## src/rtl/ctxt_pkg.sv

```systemverilog
`default_nettype none
// ============================================================================
// Package     : ctxt_pkg
// Description : Shared FSM state encoding, default flow-control message and
//               a one-hot to index helper for the context event scheduler.
// Revision    : 1.0 - initial release
// ============================================================================
package ctxt_pkg;

  typedef enum logic [1:0] {
    ST_IDLE      = 2'd0,
    ST_TRIG      = 2'd1,
    ST_WAIT_SENT = 2'd2
  } state_t;

  localparam logic [31:0] FC_MSG_DEFAULT = 32'h0000_0008;

  // Index of the set bit of a one-hot vector (up to 8 sources); 0 if none set.
  function automatic logic [2:0] onehot_idx(input logic [7:0] oh);
    logic [2:0] r;
    r = 3'd0;
    for (int i = 0; i < 8; i++) begin
      if (oh[i]) r = 3'(i);
    end
    return r;
  endfunction

endpackage
`default_nettype wire

```

## src/rtl/ctxt_rr_arb.sv

```systemverilog
`default_nettype none
// ============================================================================
// Module      : ctxt_rr_arb
// Description : Combinational round-robin arbiter. Searches the request
//               vector starting one above the last grant, with wrap, and
//               returns a one-hot grant (all zero when nothing requests).
// Revision    : 1.0 - initial release
// ============================================================================
module ctxt_rr_arb #(
  parameter int N = 4
) (
  input  logic [N-1:0]         req,
  input  logic [$clog2(N)-1:0] last_grant,
  output logic [N-1:0]         grant
);

  localparam int IW = $clog2(N);

  logic [IW-1:0] sel;

  // Walk offsets from farthest to nearest so the nearest requester wins.
  always_comb begin
    grant = '0;
    sel   = '0;
    for (int off = N; off >= 1; off--) begin
      sel = IW'((int'(last_grant) + off) % N);
      if (req[sel]) begin
        grant      = '0;
        grant[sel] = 1'b1;
      end
    end
  end

endmodule
`default_nettype wire

```

## src/rtl/ctxt_event_sched.sv

```systemverilog
`default_nettype none
// ============================================================================
// Module      : ctxt_event_sched
// Description : Collects per-source event pulses, holds one pending message
//               per source, and issues them round-robin to a context-packet
//               generator with a trigger/sent handshake. Periodic flow-control
//               packets fill in when no source is pending.
//               Optional macro CTXT_WATCHDOG_EN adds a WAIT_SENT watchdog.
// Revision    : 1.0 - initial release
// ============================================================================
module ctxt_event_sched
  import ctxt_pkg::*;
#(
  parameter int          NUM_SRC   = 4,
  parameter logic [31:0] FC_MSG    = FC_MSG_DEFAULT,
  parameter int          WD_CYCLES = 1024
) (
  input  logic                   clk,
  input  logic                   reset_n,
  input  logic                   clear,
  input  logic [NUM_SRC-1:0]     evt_req,
  input  logic [32*NUM_SRC-1:0]  evt_msg,
  input  logic [15:0]            fc_period,
  output logic                   trigger,
  output logic [31:0]            message,
  input  logic                   sent,
  output logic                   busy,
  output logic [15:0]            drop_cnt,
  output logic                   wd_err
);

  localparam int IDXW = $clog2(NUM_SRC);

  state_t              state;
  logic [NUM_SRC-1:0]  pending;
  logic [NUM_SRC-1:0]  grant;
  logic [NUM_SRC-1:0]  take_mask;
  logic [NUM_SRC-1:0]  pend_kept;
  logic [NUM_SRC-1:0]  drops;
  logic [IDXW-1:0]     last_grant;
  logic [IDXW-1:0]     grant_idx;
  logic [31:0]         stored [NUM_SRC];
  logic                fc_pending;
  logic [15:0]         fc_cnt;
  logic                fc_hit;
  logic                take_src;
  logic                take_fc;
  logic [3:0]          drop_num;
  logic [16:0]         drop_sum;

  ctxt_rr_arb #(.N(NUM_SRC)) u_arb (
    .req        (pending),
    .last_grant (last_grant),
    .grant      (grant)
  );

  assign grant_idx = IDXW'(onehot_idx(8'(grant)));

  // A grant is only taken from IDLE; a soft clear suppresses it that cycle.
  assign take_src  = (state == ST_IDLE) && !clear && (|pending);
  assign take_fc   = (state == ST_IDLE) && !clear && !(|pending) && fc_pending;
  assign take_mask = take_src ? grant : '0;
  // A re-request in the grant cycle lands on a freshly freed slot, not a drop.
  assign pend_kept = pending & ~take_mask;
  assign drops     = evt_req & pend_kept;
  assign fc_hit    = (fc_period != 16'd0) && (fc_cnt == fc_period - 16'd1);

  // Count simultaneous drops and saturate the running total.
  always_comb begin
    drop_num = 4'd0;
    for (int i = 0; i < NUM_SRC; i++) begin
      drop_num = drop_num + 4'(drops[i]);
    end
    drop_sum = {1'b0, drop_cnt} + 17'(drop_num);
  end

`ifdef CTXT_WATCHDOG_EN
  localparam int WDW = $clog2(WD_CYCLES + 1);
  logic [WDW-1:0] wd_cnt;
`else
  assign wd_err = 1'b0;
`endif

  // Handshake FSM with registered trigger, message and busy.
  always_ff @(posedge clk or negedge reset_n) begin
    if (!reset_n) begin
      state      <= ST_IDLE;
      trigger    <= 1'b0;
      message    <= '0;
      busy       <= 1'b0;
      last_grant <= IDXW'(NUM_SRC - 1);
`ifdef CTXT_WATCHDOG_EN
      wd_cnt     <= '0;
      wd_err     <= 1'b0;
`endif
    end else begin
      trigger <= 1'b0;
      case (state)
        ST_IDLE: begin
          if (take_src) begin
            state      <= ST_TRIG;
            trigger    <= 1'b1;
            busy       <= 1'b1;
            message    <= stored[grant_idx];
            last_grant <= grant_idx;
          end else if (take_fc) begin
            state   <= ST_TRIG;
            trigger <= 1'b1;
            busy    <= 1'b1;
            message <= FC_MSG;
          end
        end
        ST_TRIG: begin
`ifdef CTXT_WATCHDOG_EN
          wd_cnt <= '0;
`endif
          if (clear) begin
            state <= ST_IDLE;
            busy  <= 1'b0;
          end else begin
            state <= ST_WAIT_SENT;
          end
        end
        ST_WAIT_SENT: begin
          // A packet in flight is always allowed to finish, even across clear.
          if (sent) begin
            state <= ST_IDLE;
            busy  <= 1'b0;
          end
`ifdef CTXT_WATCHDOG_EN
          else if (wd_cnt == WDW'(WD_CYCLES - 1)) begin
            state  <= ST_IDLE;
            busy   <= 1'b0;
            wd_err <= 1'b1;
          end else begin
            wd_cnt <= wd_cnt + 1'b1;
          end
`endif
        end
        default: begin
          state <= ST_IDLE;
          busy  <= 1'b0;
        end
      endcase
`ifdef CTXT_WATCHDOG_EN
      if (clear) wd_err <= 1'b0;
`endif
    end
  end

  // Pending slots, stored messages, drop counter and flow-control timer.
  always_ff @(posedge clk or negedge reset_n) begin
    if (!reset_n) begin
      pending    <= '0;
      fc_pending <= 1'b0;
      fc_cnt     <= '0;
      drop_cnt   <= '0;
      for (int i = 0; i < NUM_SRC; i++) stored[i] <= '0;
    end else if (clear) begin
      pending    <= '0;
      fc_pending <= 1'b0;
      fc_cnt     <= '0;
      drop_cnt   <= '0;
    end else begin
      pending <= pend_kept | evt_req;
      for (int i = 0; i < NUM_SRC; i++) begin
        if (evt_req[i] && !pend_kept[i]) stored[i] <= evt_msg[32*i +: 32];
      end
      drop_cnt <= drop_sum[16] ? 16'hFFFF : drop_sum[15:0];
      if (trigger || fc_hit) fc_cnt <= '0;
      else                   fc_cnt <= fc_cnt + 16'd1;
      if (fc_hit && !trigger) fc_pending <= 1'b1;
      else if (take_fc)       fc_pending <= 1'b0;
    end
  end

endmodule
`default_nettype wire

```

## config.mk

```make
export PLATFORM = sky130hd
export DESIGN_NAME = ctxt_event_sched
export DESIGN_NICKNAME = d
export VERILOG_FILES = /design/src/rtl/ctxt_pkg.sv /design/src/rtl/ctxt_rr_arb.sv /design/src/rtl/ctxt_event_sched.sv
export SDC_FILE = /design/constraint.sdc
export NUM_CORES = 1
export LEC_CHECK = 0
export BUFFER_PORTS_ARGS = -buffer_cell sky130_fd_sc_hd__buf_4
export CAP_MARGIN = 15
export CORE_UTILIZATION = 30
export DETAILED_ROUTE_END_ITERATION = 6
export GPL_TIMING_DRIVEN = 0
export HOLD_SLACK_MARGIN = 0.06
export MAX_ROUTING_LAYER = met4
export PLACE_DENSITY_LB_ADDON = 0.2
export SLEW_MARGIN = 20
export SYNTH_ARGS = -nofsm -noshare
export SYNTH_HDL_FRONTEND = slang
export SYNTH_SLANG_ARGS = --single-unit
```

## constraint.sdc

```tcl
create_clock -name clk -period 8.4 [get_ports clk]
set_input_delay 2.52 -clock clk [delete_from_list [all_inputs] [get_ports clk]]
set_output_delay 2.52 -clock clk [all_outputs]
set_load 0.01 [all_outputs]
```

==> impl_metrics.xml <==
<?xml version="1.0" encoding="UTF-8"?>
<metrics>
  <group name="min_path">
    <metric name="worst_hold_path_type" unit="">reg -&gt; reg</metric>
  </group>
  <group name="timing">
    <metric name="finalCriticalPeriod" unit="ns">6.32</metric>
    <metric name="relSlewSlack" unit="%">54.8</metric>
    <metric name="final_min_period_over_clock_period" unit="%">75.3</metric>
    <metric name="worst_hold_slack" unit="ns">0.492</metric>
    <metric name="timing_max_transition_violations_final" unit="">0</metric>
    <metric name="max_freq" unit="GHz">0.158</metric>
    <metric name="largest_clock_skew_in_the_final_design" unit="ns">0.0221</metric>
    <metric name="setup_repair_after_global_routing_missed_its_margin" unit="">no</metric>
    <metric name="postLayoutSetupSlackWorst" unit="ns">2.08</metric>
    <metric name="finalSetupTns" unit="ns">0</metric>
    <metric name="timing_worst_slew_pin_value" unit="ns">0.678</metric>
    <metric name="setup_viol_count_final" unit="">0</metric>
    <metric name="timing_hold_violations_final" unit="">0</metric>
  </group>
  <group name="power_and_ir_drop">
    <metric name="sequentialPowerShare" unit="%">34.3</metric>
    <metric name="power" unit="µW">4190</metric>
    <metric name="switchingPower" unit="µW">1510</metric>
    <metric name="sw_frac_of_total" unit="%">36.2</metric>
    <metric name="power-per-cell-area" unit="nW/µm²">326</metric>
    <metric name="p_int" unit="µW">2670</metric>
    <metric name="leakage_dissipation" unit="µW">0.00575</metric>
    <metric name="power.clock.fraction" unit="%">26.4</metric>
    <metric name="combinationalPowerShare" unit="%">39.2</metric>
    <metric name="worst_ir_drop_vdd" unit="V">0.000141</metric>
  </group>
  <group name="cts">
    <metric name="number_of_buffers_created_by_cts" unit="">24</metric>
    <metric name="cts-hold-fix-buffers" unit="">0</metric>
    <metric name="clock_sink_count" unit="">203</metric>
    <metric name="clock-root-buffer" unit="">clkbuf_16</metric>
    <metric name="clock_tree_from_tritoncts" unit="">done</metric>
    <metric name="ctsLongestPathBuffers" unit="">3</metric>
    <metric name="postCtsSetupRepairBufs" unit="">0</metric>
    <metric name="clkTransAtPathRegs" unit="ns">0.06</metric>
    <metric name="post_cts.resized_instances" unit="">0</metric>
    <metric name="number_of_h_tree_branching_levels" unit="">1</metric>
    <metric name="clock_insertion_delay_worst_skew" unit="ns">0.53</metric>
  </group>
  <group name="routing">
    <metric name="drt_iter0_markers" unit="">427</metric>
    <metric name="drt_wl_total" unit="µm">28200</metric>
    <metric name="detailroute.via_count" unit="">7327</metric>
    <metric name="route.detailed.drc" unit="">2</metric>
    <metric name="post_drt_wl_per_cell" unit="µm">18.6</metric>
    <metric name="ant_nets" unit="">0</metric>
    <metric name="viasPerCell" unit="">4.82</metric>
    <metric name="drt_pass1_iterations" unit="">6</metric>
  </group>
  <group name="critical_path">
    <metric name="critical_path_required" unit="ns">8.83</metric>
    <metric name="worst-path-max-fanout" unit="">10</metric>
    <metric name="worstSetupStartpointType" unit="">input pin</metric>
    <metric name="timing.setup.critical_path_class" unit="">in -&gt; reg</metric>
    <metric name="critical_path_arrival" unit="ns">6.75</metric>
    <metric name="setup.worst_path.end_class" unit="">flip-flop</metric>
  </group>
  <group name="grt">
    <metric name="grt_antenna_before_repair" unit="">0</metric>
    <metric name="via_count_of_the_first_global_routing_pass" unit="">7564</metric>
    <metric name="globalRouteTotalUtil" unit="%">17.3</metric>
    <metric name="gr-total-overflow" unit="">0</metric>
    <metric name="global_route_wire_length_before_repair" unit="µm">43800</metric>
    <metric name="grt_max_degree" unit="">76</metric>
  </group>
  <group name="synthesis">
    <metric name="synthArstFlopShare" unit="%">100</metric>
    <metric name="synth_nets" unit="">996</metric>
    <metric name="synthesis.instances" unit="">832</metric>
    <metric name="yosys-top-cells-area" unit="">dfrtp_1, mux2_2, mux2_4, nor3_1, a221o_1</metric>
    <metric name="synth_top_area_share" unit="%">50.8</metric>
    <metric name="ys_seq_area_share" unit="%">51.3</metric>
    <metric name="synth.cell_area" unit="µm²">9900</metric>
    <metric name="syn_area_per_cell" unit="µm²">11.9</metric>
    <metric name="synth.largest_area_cell" unit="">dfrtp_1</metric>
    <metric name="synth.lib_cells_used.distinct" unit="">65</metric>
    <metric name="ys.warnings.count" unit="">0</metric>
    <metric name="synth_edf_count" unit="">0</metric>
    <metric name="synth.ff_latch_count" unit="">203</metric>
    <metric name="synth_ff_type" unit="">dfrtp_1</metric>
  </group>
  <group name="place">
    <metric name="place.gp.congestion" unit="">0.876</metric>
    <metric name="detailedPlace.worstSlack" unit="ns">1.54</metric>
    <metric name="detailed_place_hpwl" unit="µm">20400</metric>
    <metric name="numPortBuffers" unit="">200</metric>
  </group>
  <group name="layout">
    <metric name="total_area_of_multi_input_combinational_cells" unit="µm²">4440</metric>
    <metric name="share_of_cells_above_drive_strength_1" unit="%">36.7</metric>
    <metric name="register_area" unit="µm²">5080</metric>
    <metric name="design.final.nets" unit="">1224</metric>
    <metric name="synthToLayoutAreaGrowth" unit="%">29.9</metric>
    <metric name="num-fill-cells" unit="">3226</metric>
    <metric name="antenna_cells_inserted" unit="">0</metric>
  </group>
  <group name="status">
    <metric name="status" unit="">complete, but fails checks</metric>
    <metric name="violations_in_the_final_reports" unit="">DRC</metric>
  </group>
  <group name="floorplanning">
    <metric name="row_count" unit="">66</metric>
    <metric name="core_area" unit="µm²">32500</metric>
    <metric name="ioPinCount" unit="">203</metric>
    <metric name="fp.dieH" unit="µm">184</metric>
    <metric name="dieWidth" unit="µm">184</metric>
    <metric name="overall_die_area" unit="µm²">33700</metric>
    <metric name="start_util" unit="%">30.4</metric>
  </group>
  <group name="run">
    <metric name="maxCapViolations" unit="">0</metric>
  </group>
</metrics>
[power by group through the flow]
stage	Combinational, µW	Clock, µW	Sequential, µW
floorplan	1040	0	1440
global placement	1640	0	1450
detailed placement	1660	0	1450
CTS	1670	1140	1440
global route	1820	1180	1480
finish	1640	1110	1440
[critical path, stage by stage]
cell and delay (ns):
clkbuf_1 0.24, nor3_1 0.46, nand2_1 0.38, o31a_1 0.42, nand2_1 0.12, fa_1 0.45
fa_1 0.45, inv_1 0.08, fa_1 0.23, nand2_1 0.06, nor2_1 0.21, and2_1 0.23
nand2_1 0.08, or2_2 0.35, clkbuf_1 0.26, a21oi_1 0.20
[placed cells by master (no fill, tap or decap), drive strengths merged, types with 5 or more instances in the layout]
master	instances
a21oi	26
a221o	31
a31oi	7
and3	8
buf	227
clkbuf	59
clkinv	6
dfrtp	201
ha	9
inv	18
mux2	131
mux2i	5
nand2	26
nand2b	5
nand3	23
nor2	56
nor3	87
nor4	35
o21ai	8
or2	5
xnor2	22
xor2	23
[state kept, by name (all words and copies together), names as in the netlist, 2 cells and up]
signal,count
message,32
stored,128
drop_cnt,16
state,2
last_grant,2
fc_cnt,16
pending,4
[synthesized netlist by cell type (6+ instances only)]
library cell	n
dfrtp_1	201
nor3_1	87
mux2_2	81
nor2_1	56
nor4_1	33
a221o_1	31
mux2_4	30
a21oi_1	26
clkbuf_1	26
nand2_1	26
xor2_1	23
xnor2_1	22
nand3_1	21
mux2_1	20
inv_1	18
buf_2	9
ha_1	9
and3_1	8
buf_4	7
a31oi_1	6
[metrics by stage]
stage | instance area, µm² | std cells | util (%)
global placement | 12000 | 1474 | 36.7
floorplan | 9900 | 832 | -
global route | 12900 | 1520 | 39.5
finish | 12900 | 1520 | 39.5
detailed placement | 12000 | 1476 | 36.9
CTS | 12900 | 1520 | 39.5
[final timing paths]
| kind | startpoint | endpoint | slack (ns) | cells after the start |
|---|---|---|---|---|
| max | clear | drop_cnt[5] | 2.08 | 16 |
| min | stored[120] | stored[120] | 0.49 | 1 |
| max reg2reg | last_grant[0] | drop_cnt[5] | 2.36 | 22 |
| min reg2reg | stored[120] | stored[120] | 0.49 | 1 |
| max in group asynchronous | reset_n | stored[58] | 5.32 | 3 |
| min in group asynchronous | reset_n | message[10] | 1.96 | 1 |
[logic make-up (layout without fill, tap and decap cells)]
logic type      count (synthesis)  in the layout  share of synthesized area (%)
simple gates                  263            263                           14.0
flops                         203            203                           51.3
other cells                     1              1                         0.0379
buf+inv                        69            315                           3.87
xor+xnor                       45             45                           3.98
fa+ha+maj                      12             12                           1.74
compound gates                101            101                           8.01
mux                           138            138                           17.0
[metal layers]
layer / vias to the layer above / part of all wire [%] / track usage [%]
li1: 3490 / - / -
met5: - / 0 / -
met2: 158 / 46 / 27.0
met4: 0 / 1.9 / 3.93
met3: 31 / 5.5 / 3.70
met1: 3648 / 46 / 23.1
[layout make-up]
type | instances | area share, %
sequential | 203 | 39.5
multi-input combinational | 560 | 34.5
timing repair buffer | 202 | 12.2
clock buffer | 33 | 5.24
tap | 442 | 4.30
buffer | 51 | 2.45
clock inverter | 11 | 1.31
inverter | 18 | 0.525
(Power assumes the default switching activity.)
